**config.mk**
```make
export PLATFORM = sky130hd
export DESIGN_NAME = mem_stage
export DESIGN_NICKNAME = d
export VERILOG_FILES = /design/src/rtl/mem_stage.sv
export SDC_FILE = /design/constraint.sdc
export NUM_CORES = 1
export LEC_CHECK = 0
export CORE_AREA = 5 5 152 154
export DETAILED_ROUTE_END_ITERATION = 16
export DIE_AREA = 0 0 157 159
export DONT_BUFFER_PORTS = 1
export SLEW_MARGIN = 30
export SYNTH_ARGS = -nofsm -noshare
export SYNTH_HDL_FRONTEND = slang
export SYNTH_SLANG_ARGS = --single-unit
```
**constraint.sdc**
```tcl
create_clock -name clk -period 7.5 [get_ports clk]
set_input_delay 0.75 -clock clk [delete_from_list [all_inputs] [get_ports clk]]
set_output_delay 0.75 -clock clk [all_outputs]
set_load 0.05 [all_outputs]
```
**src/rtl/mem_stage.sv**
```systemverilog
// MEM stage: registers the EXE bus, aligns/extends SRAM load data, feeds WB and ID.
// Optional MS_UNALIGNED_LD_EN adds LWL/LWR merge results and byte-enable masks.
module mem_stage #(
  parameter int ES_TO_MS_BUS_WD = 158,
  parameter int MS_TO_WS_BUS_WD = 155
) (
  input  logic                       clk,
  input  logic                       reset,
  output logic                       ms_allowin,
  input  logic                       es_to_ms_valid,
  input  logic [ES_TO_MS_BUS_WD-1:0] es_to_ms_bus,
  input  logic                       ws_allowin,
  output logic                       ms_to_ws_valid,
  output logic [MS_TO_WS_BUS_WD-1:0] ms_to_ws_bus,
  input  logic [31:0]                data_sram_rdata,
  input  logic                       handle_ex,
  output logic [42:0]                ms_to_ds_bus,
  output logic                       ms_ex_flush
);

  logic                       r_valid;
  logic [ES_TO_MS_BUS_WD-1:0] r_bus;
  logic                       r_hold_vld;
  logic [31:0]                r_hold_data;

  logic        w_load;
  logic        w_ex;
  logic        w_eret;
  logic        w_cp0;
  logic [2:0]  w_op;
  logic [3:0]  w_we;
  logic [3:0]  w_we_full;
  logic [4:0]  w_dest;
  logic [31:0] w_alu;
  logic [1:0]  w_off;
  logic [31:0] w_raw;
  logic [31:0] w_rsh;
  logic [7:0]  w_byte;
  logic [15:0] w_half;
  logic [31:0] w_res;
  logic [3:0]  w_rfwe;
  logic        w_fwd_vld;

  assign ms_allowin = !r_valid || ws_allowin;
  assign w_load     = es_to_ms_valid && ms_allowin;

  always_ff @(posedge clk) begin
    if (reset)
      r_valid <= 1'b0;
    else if (handle_ex)
      r_valid <= 1'b0;
    else if (ms_allowin)
      r_valid <= es_to_ms_valid;
  end

  always_ff @(posedge clk) begin
    if (w_load)
      r_bus <= es_to_ms_bus;
  end

  // SRAM data is only valid in the first MEM cycle; keep it across WB stalls
  always_ff @(posedge clk) begin
    if (reset)
      r_hold_vld <= 1'b0;
    else if (w_load)
      r_hold_vld <= 1'b0;
    else if (r_valid)
      r_hold_vld <= 1'b1;
  end

  always_ff @(posedge clk) begin
    if (!r_hold_vld && r_valid)
      r_hold_data <= data_sram_rdata;
  end

  assign w_ex   = r_bus[157];
  assign w_eret = r_bus[118];
  assign w_cp0  = r_bus[76];
  assign w_op   = r_bus[75:73];
  assign w_we   = r_bus[72:69];
  assign w_dest = r_bus[68:64];
  assign w_alu  = r_bus[63:32];
  assign w_off  = w_alu[1:0];

  assign w_raw     = r_hold_vld ? r_hold_data : data_sram_rdata;
  assign w_rsh     = w_raw >> {w_off, 3'b000};
  assign w_byte    = w_rsh[7:0];
  assign w_half    = w_off[1] ? w_raw[31:16] : w_raw[15:0];
  assign w_we_full = (w_we != 4'h0) ? 4'hF : 4'h0;

  always_comb begin
    w_res  = w_alu;
    w_rfwe = w_we;
    unique case (w_op)
      3'd0: begin
        w_res  = w_alu;
        w_rfwe = w_we;
      end
      3'd1: begin
        w_res  = {{24{w_byte[7]}}, w_byte};
        w_rfwe = w_we_full;
      end
      3'd2: begin
        w_res  = {24'h0, w_byte};
        w_rfwe = w_we_full;
      end
      3'd3: begin
        w_res  = {{16{w_half[15]}}, w_half};
        w_rfwe = w_we_full;
      end
      3'd4: begin
        w_res  = {16'h0, w_half};
        w_rfwe = w_we_full;
      end
      3'd5: begin
        w_res  = w_raw;
        w_rfwe = w_we_full;
      end
`ifdef MS_UNALIGNED_LD_EN
      3'd6: begin
        w_res  = w_raw << {~w_off, 3'b000};
        w_rfwe = 4'hF << ~w_off;
      end
      3'd7: begin
        w_res  = w_rsh;
        w_rfwe = 4'hF >> w_off;
      end
`else
      3'd6: begin
        w_res  = w_alu;
        w_rfwe = 4'h0;
      end
      3'd7: begin
        w_res  = w_alu;
        w_rfwe = 4'h0;
      end
`endif
    endcase
    if (w_ex) begin
      w_res  = w_alu;
      w_rfwe = 4'h0;
    end
  end

  assign ms_to_ws_valid = r_valid && !handle_ex;
  assign ms_ex_flush    = r_valid && (w_ex || w_eret);
  assign w_fwd_vld      = r_valid && !w_ex && (w_rfwe != 4'h0);

  assign ms_to_ws_bus = {r_bus[157:76], w_rfwe, w_dest,
                         w_res, r_bus[31:0]};

  assign ms_to_ds_bus = {w_fwd_vld, w_rfwe, w_dest, w_res,
                         r_valid && w_cp0};

endmodule
```
After elaboration in Yosys (flattened, before gate mapping)
Index checks and enable logic that the tools add are counted.
Widths: inputs -> output; s select.

operators by class
  equality and inequality tests = 7
  shift operators = 1
  mux-type cells = 7
  reduce and logical (&&, ||, !) cells = 21

operators by type and width
  operator            count
  $pmux 32 s6         1
  $mux 32             2
  $shr 32x5->8        1
  $mux 16             1
  $eq 3x3->1 const B  4
  $pmux 4 s3          1
  $mux 4              2
  $reduce_bool 4->1   2
  $logic_and 1x1->1   7
  $eq 3x2->1 const B  2
  $reduce_or 2->1     3
  $reduce_or 5->1     1
  $logic_not 1->1     4
  $eq 3x1->1 const B  1
  $logic_not 3->1     1
  $reduce_or 3->1     1
  $logic_or 1x1->1    2

storage, ports and cells
  bits in registers = 192
  input port bits = 195
  output and inout bits = 201
  logic and storage cells = 40

Logic depth before layout (Yosys ltp)
Gate-level depths: netlist of the first run.

  depth after elaboration = 6
  gate-level depth with buffers = 8
  depth with buffers taken out = 4

Worst setup path before layout of the first run
No wires, ideal clock.

  path type = input to register
  start = input ws_allowin
  end = register r_bus[0], enable pin
  setup time = 0.537 ns
  arrival time = 4.916 ns
  required time = 6.963 ns
  path slack = 2.047 ns
  cell stages on the path = 2
  buffers on the path = 0
  path through = nand2b_1 > and2_1

between the ends
  longest elaborated chain between the ends = 2

ends and longest elaborated chain
  element               RTL line  source
  start, declared       12        input logic ws_allowin,
  $logic_or 1x1->1      44        assign ms_allowin = !r_valid || ws_allowin;
  $logic_and 1x1->1     45        assign w_load = es_to_ms_valid && ms_allowin;
  net w_load            26        logic w_load;
  end signal, assigned  58        r_bus <= es_to_ms_bus;
  end, declared         22        logic [ES_TO_MS_BUS_WD-1:0] r_bus;

The timed path passes the listed nets, and every way through them passes these cells.
A chain may end at the register's enable or synchronous reset.

Final worst setup path of the first run
  start = register r_bus[75]
  end = output ms_to_ws_bus[62]

between the ends
  longest elaborated chain between the ends = 4
  elaborated cells on any way between the ends = 11
  classes of those cells = 7 x eq/ne; 2 x mux; 2 x reduce/logical

ends and longest elaborated chain
  element                                               RTL line  source
  $eq 3x3->1 / $logic_not 3->1 (equally long branches)  94        unique case (w_op)
  $reduce_or 3->1 (no line)                             --
  $pmux 32 s6 *                                         94
  $mux 32 *                                             139       if (w_ex) begin
  end, declared                                         14        output logic [MS_TO_WS_BUS_WD-1:0] ms_to_ws_bus,

Mark *: on every way between the ends. The rest lies on a longest branch, timed or not.

==> results.md, run 1 <==
* Post-DR vias/cell at 5.62
* RSZ-0062 raised after global routing: no
* Post-synthesis sequential area ratio at 0.651
* Syn_area_per_cell at 15.7 um2
* Fmax at 260 MHz
* CTS-repair resized insts at 0
* Switch Pwr at 886 uW
* Count of cell types in the netlist at 48
* Max-cap violations at 0
* Worst path depth at 4
* Flops & latches, synth at 192
* CP Class: flip-flop to primary output
* Final Worst Setup Slack at 3.65 ns
* TritonRoute pass-1 iters at 4
* Inserted Clock Buffers at 17
* Primary FF master, synth: edfxtp_1
* Power consumption at 2.68 mW
* Die width at 157 um
* Initial antenna violation count at 9
* Setup TNS at 0 ns
* Core area at 21,600 um2
* CP Capture Type: primary output
* Sequential Power Share at 0.531
* Period Utilization, post-route at 0.514
* Slowest cell on crit path: a221o_1
* DR DRC count at 0
* DR iter-0 viols at 224
* Largest net degree at the start of global routing at 77
* Vias in the first global route at 4,243
* Cell internal pwr at 1.79 mW
* Crit path DAT at 3.10 ns
* Worst VDD drop at 0.000138 V
* Die Ht at 159 um
* Dpl cells at 687
* Starting Density at 0.410
* PortBufs at 0
* Final critical-path required period at 3.85 ns
* Max stage delay on crit path at 0.85 ns
* Mapped cell area at 8830 um2
* Fraction of layout cells with a size suffix above 1 at 0.259
* Hold Crit Depth at 1
* Critical Path RT at 6.75 ns
* P per Cell Area at 305 nW/um2
* Syn_nets at 756
* Placer Congestion at 0.803
* Clock Power Share at 0.350
* Non-Filler Instances at 723
* Skew-Pair Late Insertion Delay at 0.43 ns
* Relative slew slack at 0.316
* Avg WL per Cell at 29.9 um
* Vias at 4,063
* Pre-CTS setup slack at 4.11 ns
* Fin Hold WS at 0.387 ns
* Post-synthesis async set-or-reset flop share at 0
* Static Leak at 2.88 nW
* Yosys warns at 0
* Cell count after synthesis at 561
* Clock-pin slew on the worst setup and hold paths at 0.08 ns
* CTS sink count at 192
* First-pass GRT wire length at 30.7 mm
* CP Launch Type: flip-flop
* Dpl hpwl at 16.3 mm
* Part of the power in combinational logic at 0.119
* H-tree levels at 4
* Global route overflow at 0
* Crit-path cells: nand3b_4, nor2_1, buf_4, a221o_1
* Design area at 8780 um2
* Synth-to-Final Area Change at -0.538%
* Final hold vios at 0
* Row count at 54
* Count of hold-fix buffers inserted at cts at 0
* # nets final at 622
* EDFF count, synth at 190
* DRT antenna net count at 0
* Most frequent cells in the layout: edfxtp_1 (190), mux2_2 (24), a221o_1 (19)
* R2R depth at 3
* Worst hold path class: input port to flip-flop
* Setup violators final at 0
* Slew Viols, Final at 0
* Placed Area at 8120 um2
* # IOs at 396
* Clock Path Buffers at 2
* Die area at 25,000 um2
* Critical Path Fanout Max at 23
* Largest delay share family, worst path: compound AO/OA/AOI/OAI gates
* Setup Fix Bufs, Post-CTS at 0
* Sw Ratio at 0.331
* Gr usage total at 0.168
* CTS tree: built
* Clock Skew at 0.0135 ns
* Worst slew pin tran at 1.03 ns
* Commonest non-fill, non-tap cell in the layout: edfxtp_1
* WL final at 21.6 mm
* Fin util at 0.407
* Clk root buf: clkbuf_16
* Run status: complete, no violations
* CP bufs+invs at 1
==> cell usage after synthesis, types with 2 or more instances <==
cell type / count / share of area
edfxtp_1: 190 / 0.65
buf_4: 164 / 0.14
mux2_2: 24 / 0.031
a221o_1: 20 / 0.023
mux2i_1: 15 / 0.017
mux4_2: 14 / 0.036
nand2_1: 12 / 0.0051
o211ai_1: 12 / 0.010
buf_2: 11 / 0.0062
nor2b_1: 8 / 0.0057
o21ai_0: 8 / 0.0045
a22oi_1: 7 / 0.0060
nand2b_1: 7 / 0.0050
o21a_1: 6 / 0.0051
buf_6: 5 / 0.0064
nand4b_1: 5 / 0.0050
a21oi_1: 4 / 0.0023
clkbuf_1: 4 / 0.0017
or3_1: 4 / 0.0028
inv_1: 3 / 0.0013
nor2_1: 3 / 0.0013
nor3_1: 3 / 0.0017
a211oi_1: 2 / 0.0017
and2_1: 2 / 0.0014
and3b_1: 2 / 0.0020
dfxtp_1: 2 / 0.0045
nor4_1: 2 / 0.0014
or2_2: 2 / 0.0014
==> routing by layer <==
metal / global-route usage / vias to the layer above / share of wire / wire, um
li1: - / 1704 / - / -
met1: 0.186 / 2031 / 0.34 / 7250
met2: 0.283 / 275 / 0.52 / 11200
met3: 0.0859 / 37 / 0.12 / 2620
met4: 0.0497 / 16 / 0.018 / 397
met5: 0 / - / 0.0045 / 97
==> flip-flops by register name, indices dropped and copies added (netlist names) <==
register,count
r_bus,158
r_hold_data,32
r_hold_vld,1
r_valid,1
==> path summary, 6_finish.rpt <==
check | slack [ns] | end | start
hold reg to reg | 0.59 | r_hold_vld$_SDFFE_PP0P_ | r_valid$_SDFFE_PP0N_
hold / removal | 0.39 | r_valid$_SDFFE_PP0N_ | handle_ex
setup / recovery | 3.65 | ms_to_ws_bus[62] | r_bus[75]$_DFFE_PP_
setup reg to reg | 4.77 | r_bus[15]$_DFFE_PP_ | r_valid$_SDFFE_PP0N_
==> cells by family (layout without fill, tap and decap cells) <==
group | count (synthesis) | after routing | share of synthesized area
AOI/OAI and AO/OA | 73 | 73 | 0.0699
xor gates and xnor gates | 1 | 1 | 0.000992
buffers and inverters | 187 | 66 | 0.155
DFF | 192 | 192 | 0.651
muxes | 54 | 54 | 0.0850
other | 0 | 3 | 0
and+or+nand+nor | 54 | 54 | 0.0384
==> area by class of cell <==
class                      instances  area (um2)
multi-input combinational        182        1730
inverter                           3        11.3
clock buffer                      17         425
sequential                       192        5750
antenna                            3        7.51
fill                            1901       12800
tap                              280         350
clock inverter                    15         200
timing repair buffer              31         314
==> power groups by stage <==
stage / Combinational [mW] / Sequential, mW / Clock [mW]
after floorplan: 0.480 / 1.29 / 0
after global placement: 0.310 / 1.45 / 0
final: 0.319 / 1.42 / 0.937
after detailed placement: 0.320 / 1.45 / 0
after global routing: 0.334 / 1.43 / 1.02
after CTS: 0.320 / 1.42 / 0.966
Note: power is estimated with default switching activity, not from simulation.
==> inputs of run 2 (changes only) <==
- clock period: 7.5 -> 4 ns (I/O delays scaled with it)
==> run 2 against run 1 <==
  * Clock power is 90% higher
  * Die area is the same
  * Cell area is 2.3% higher
  * Critical path type unchanged
==> results.md, run 2 (synthesized netlist as in run 1, its figures left out) <==
* Crit path DAT at 2.95 ns
* Biggest register: r_bus
* CP Capture Type: primary output
* Most frequent cells in the layout: edfxtp_1 (190), buf_4 (42), mux2_2 (24)
* Skew-Pair Late Insertion Delay at 0.44 ns
* Commonest non-fill, non-tap cell in the layout: edfxtp_1
* Vias in the first global route at 4,369
* Final hold vios at 0
* Avg WL per Cell at 29.7 um
* CTS sink count at 192
* Vias at 4,148
* Slew Viols, Final at 0
* Initial antenna violation count at 7
* RSZ-0062 raised after global routing: no
* Final critical-path required period at 3.35 ns
* Die area at 25,000 um2
* Flip-flop count of the largest register after layout at 158
* Clock-pin slew on the worst setup and hold paths at 0.08 ns
* Post-DR vias/cell at 5.56
* DR DRC count at 0
* First-pass GRT wire length at 31.4 mm
* PortBufs at 0
* Setup Fix Bufs, Post-CTS at 0
* Fmax at 298 MHz
* Run status: complete, no violations
* Worst VDD drop at 0.000263 V
* Dpl hpwl at 16.7 mm
* Placer Congestion at 0.799
* DRT antenna net count at 0
* Relative slew slack at 0.359
* # IOs at 396
* Core area at 21,600 um2
* Critical Path RT at 3.60 ns
* Fin Hold WS at 0.0295 ns
* Dpl cells at 712
* CP Launch Type: flip-flop
* Row count at 54
* Largest delay share family, worst path: flip-flops
* Max-cap violations at 0
* Count of hold-fix buffers inserted at cts at 0
* Starting Density at 0.410
* Multi-input gate area at 1730 um2
* Clk root buf: clkbuf_16
* Global route overflow at 0
* Top flop regs: r_bus x158, r_hold_data x32
* Reg area at 5750 um2
* P per Cell Area at 565 nW/um2
* Die Ht at 159 um
* # nets final at 647
* Worst slew pin tran at 0.959 ns
* DR iter-0 viols at 217
* Largest net degree at the start of global routing at 92
* Period Utilization, post-route at 0.839
* Static Leak at 3.01 nW
* Inserted Clock Buffers at 17
* Clock Skew at 0.0134 ns
* Synth-to-Final Area Change at 1.74%
* Fraction of layout cells with a size suffix above 1 at 0.297
* CP bufs+invs at 2
* Crit-path cells: mux2i_1, mux4_2, nand3b_2, o211ai_1, buf_4, buf_6
* Pre-CTS setup slack at 1.08 ns
* Fillers at 1,887
* CTS-repair resized insts at 0
* Slowest cell on crit path: edfxtp_1
* Clock Path Buffers at 2
* Die width at 157 um
* Non-Filler Instances at 746
* Setup TNS at 0 ns
* CP Class: flip-flop to primary output
* WL final at 22.1 mm
* Max stage delay on crit path at 0.76 ns
* Setup violators final at 0
* Critical Path Fanout Max at 13
* Worst hold path class: input port to flip-flop
* Gr usage total at 0.173
* CTS tree: built
* TritonRoute pass-1 iters at 5
* H-tree levels at 4
* Final Worst Setup Slack at 0.646 ns
-- run 2: where the power goes --
group	switching, mW	internal (mW)
clock network	0.906	0.875
registers	0.323	2.35
logic	0.458	0.173
-- run 2: worst paths after layout --
kind / slack (ns) / cells past startpoint / end / start
setup reg to reg: 1.64 / 3 / r_bus[55]$_DFFE_PP_ / r_valid$_SDFFE_PP0N_
hold / removal: 0.03 / 1 / r_hold_vld$_SDFFE_PP0P_ / reset
hold reg to reg: 0.57 / 2 / r_hold_vld$_SDFFE_PP0P_ / r_valid$_SDFFE_PP0N_
setup / recovery: 0.65 / 6 / ms_to_ds_bus[9] / r_bus[33]$_DFFE_PP_
-- run 2: per-stage QoR --
step	area (um2)	utilization	power (mW)
after global routing	8980	0.417	5.27
after floorplan	8830	-	3.31
final	8980	0.417	5.08
after detailed placement	8310	0.386	3.35
after global placement	8310	0.386	3.34
after CTS	8950	0.415	5.14
-- run 2: layer usage --
metal | wire, um | vias to the layer above | global-route usage
li1 | - | 1755 | -
met1 | 7530 | 2086 | 0.186
met2 | 11600 | 265 | 0.295
met3 | 2510 | 32 | 0.0886
met4 | 431 | 10 | 0.0525
met5 | 88 | - | 0
-- run 2: final cells by class --
cell class	instances	share of cell area
clock inverters	15	0.0240
repair buffers	56	0.0564
diodes	1	0.000279
well taps	280	0.0390
flip-flops and latches	192	0.640
clock buffers	17	0.0474
multi-input cells	182	0.192
inverters	3	0.00125
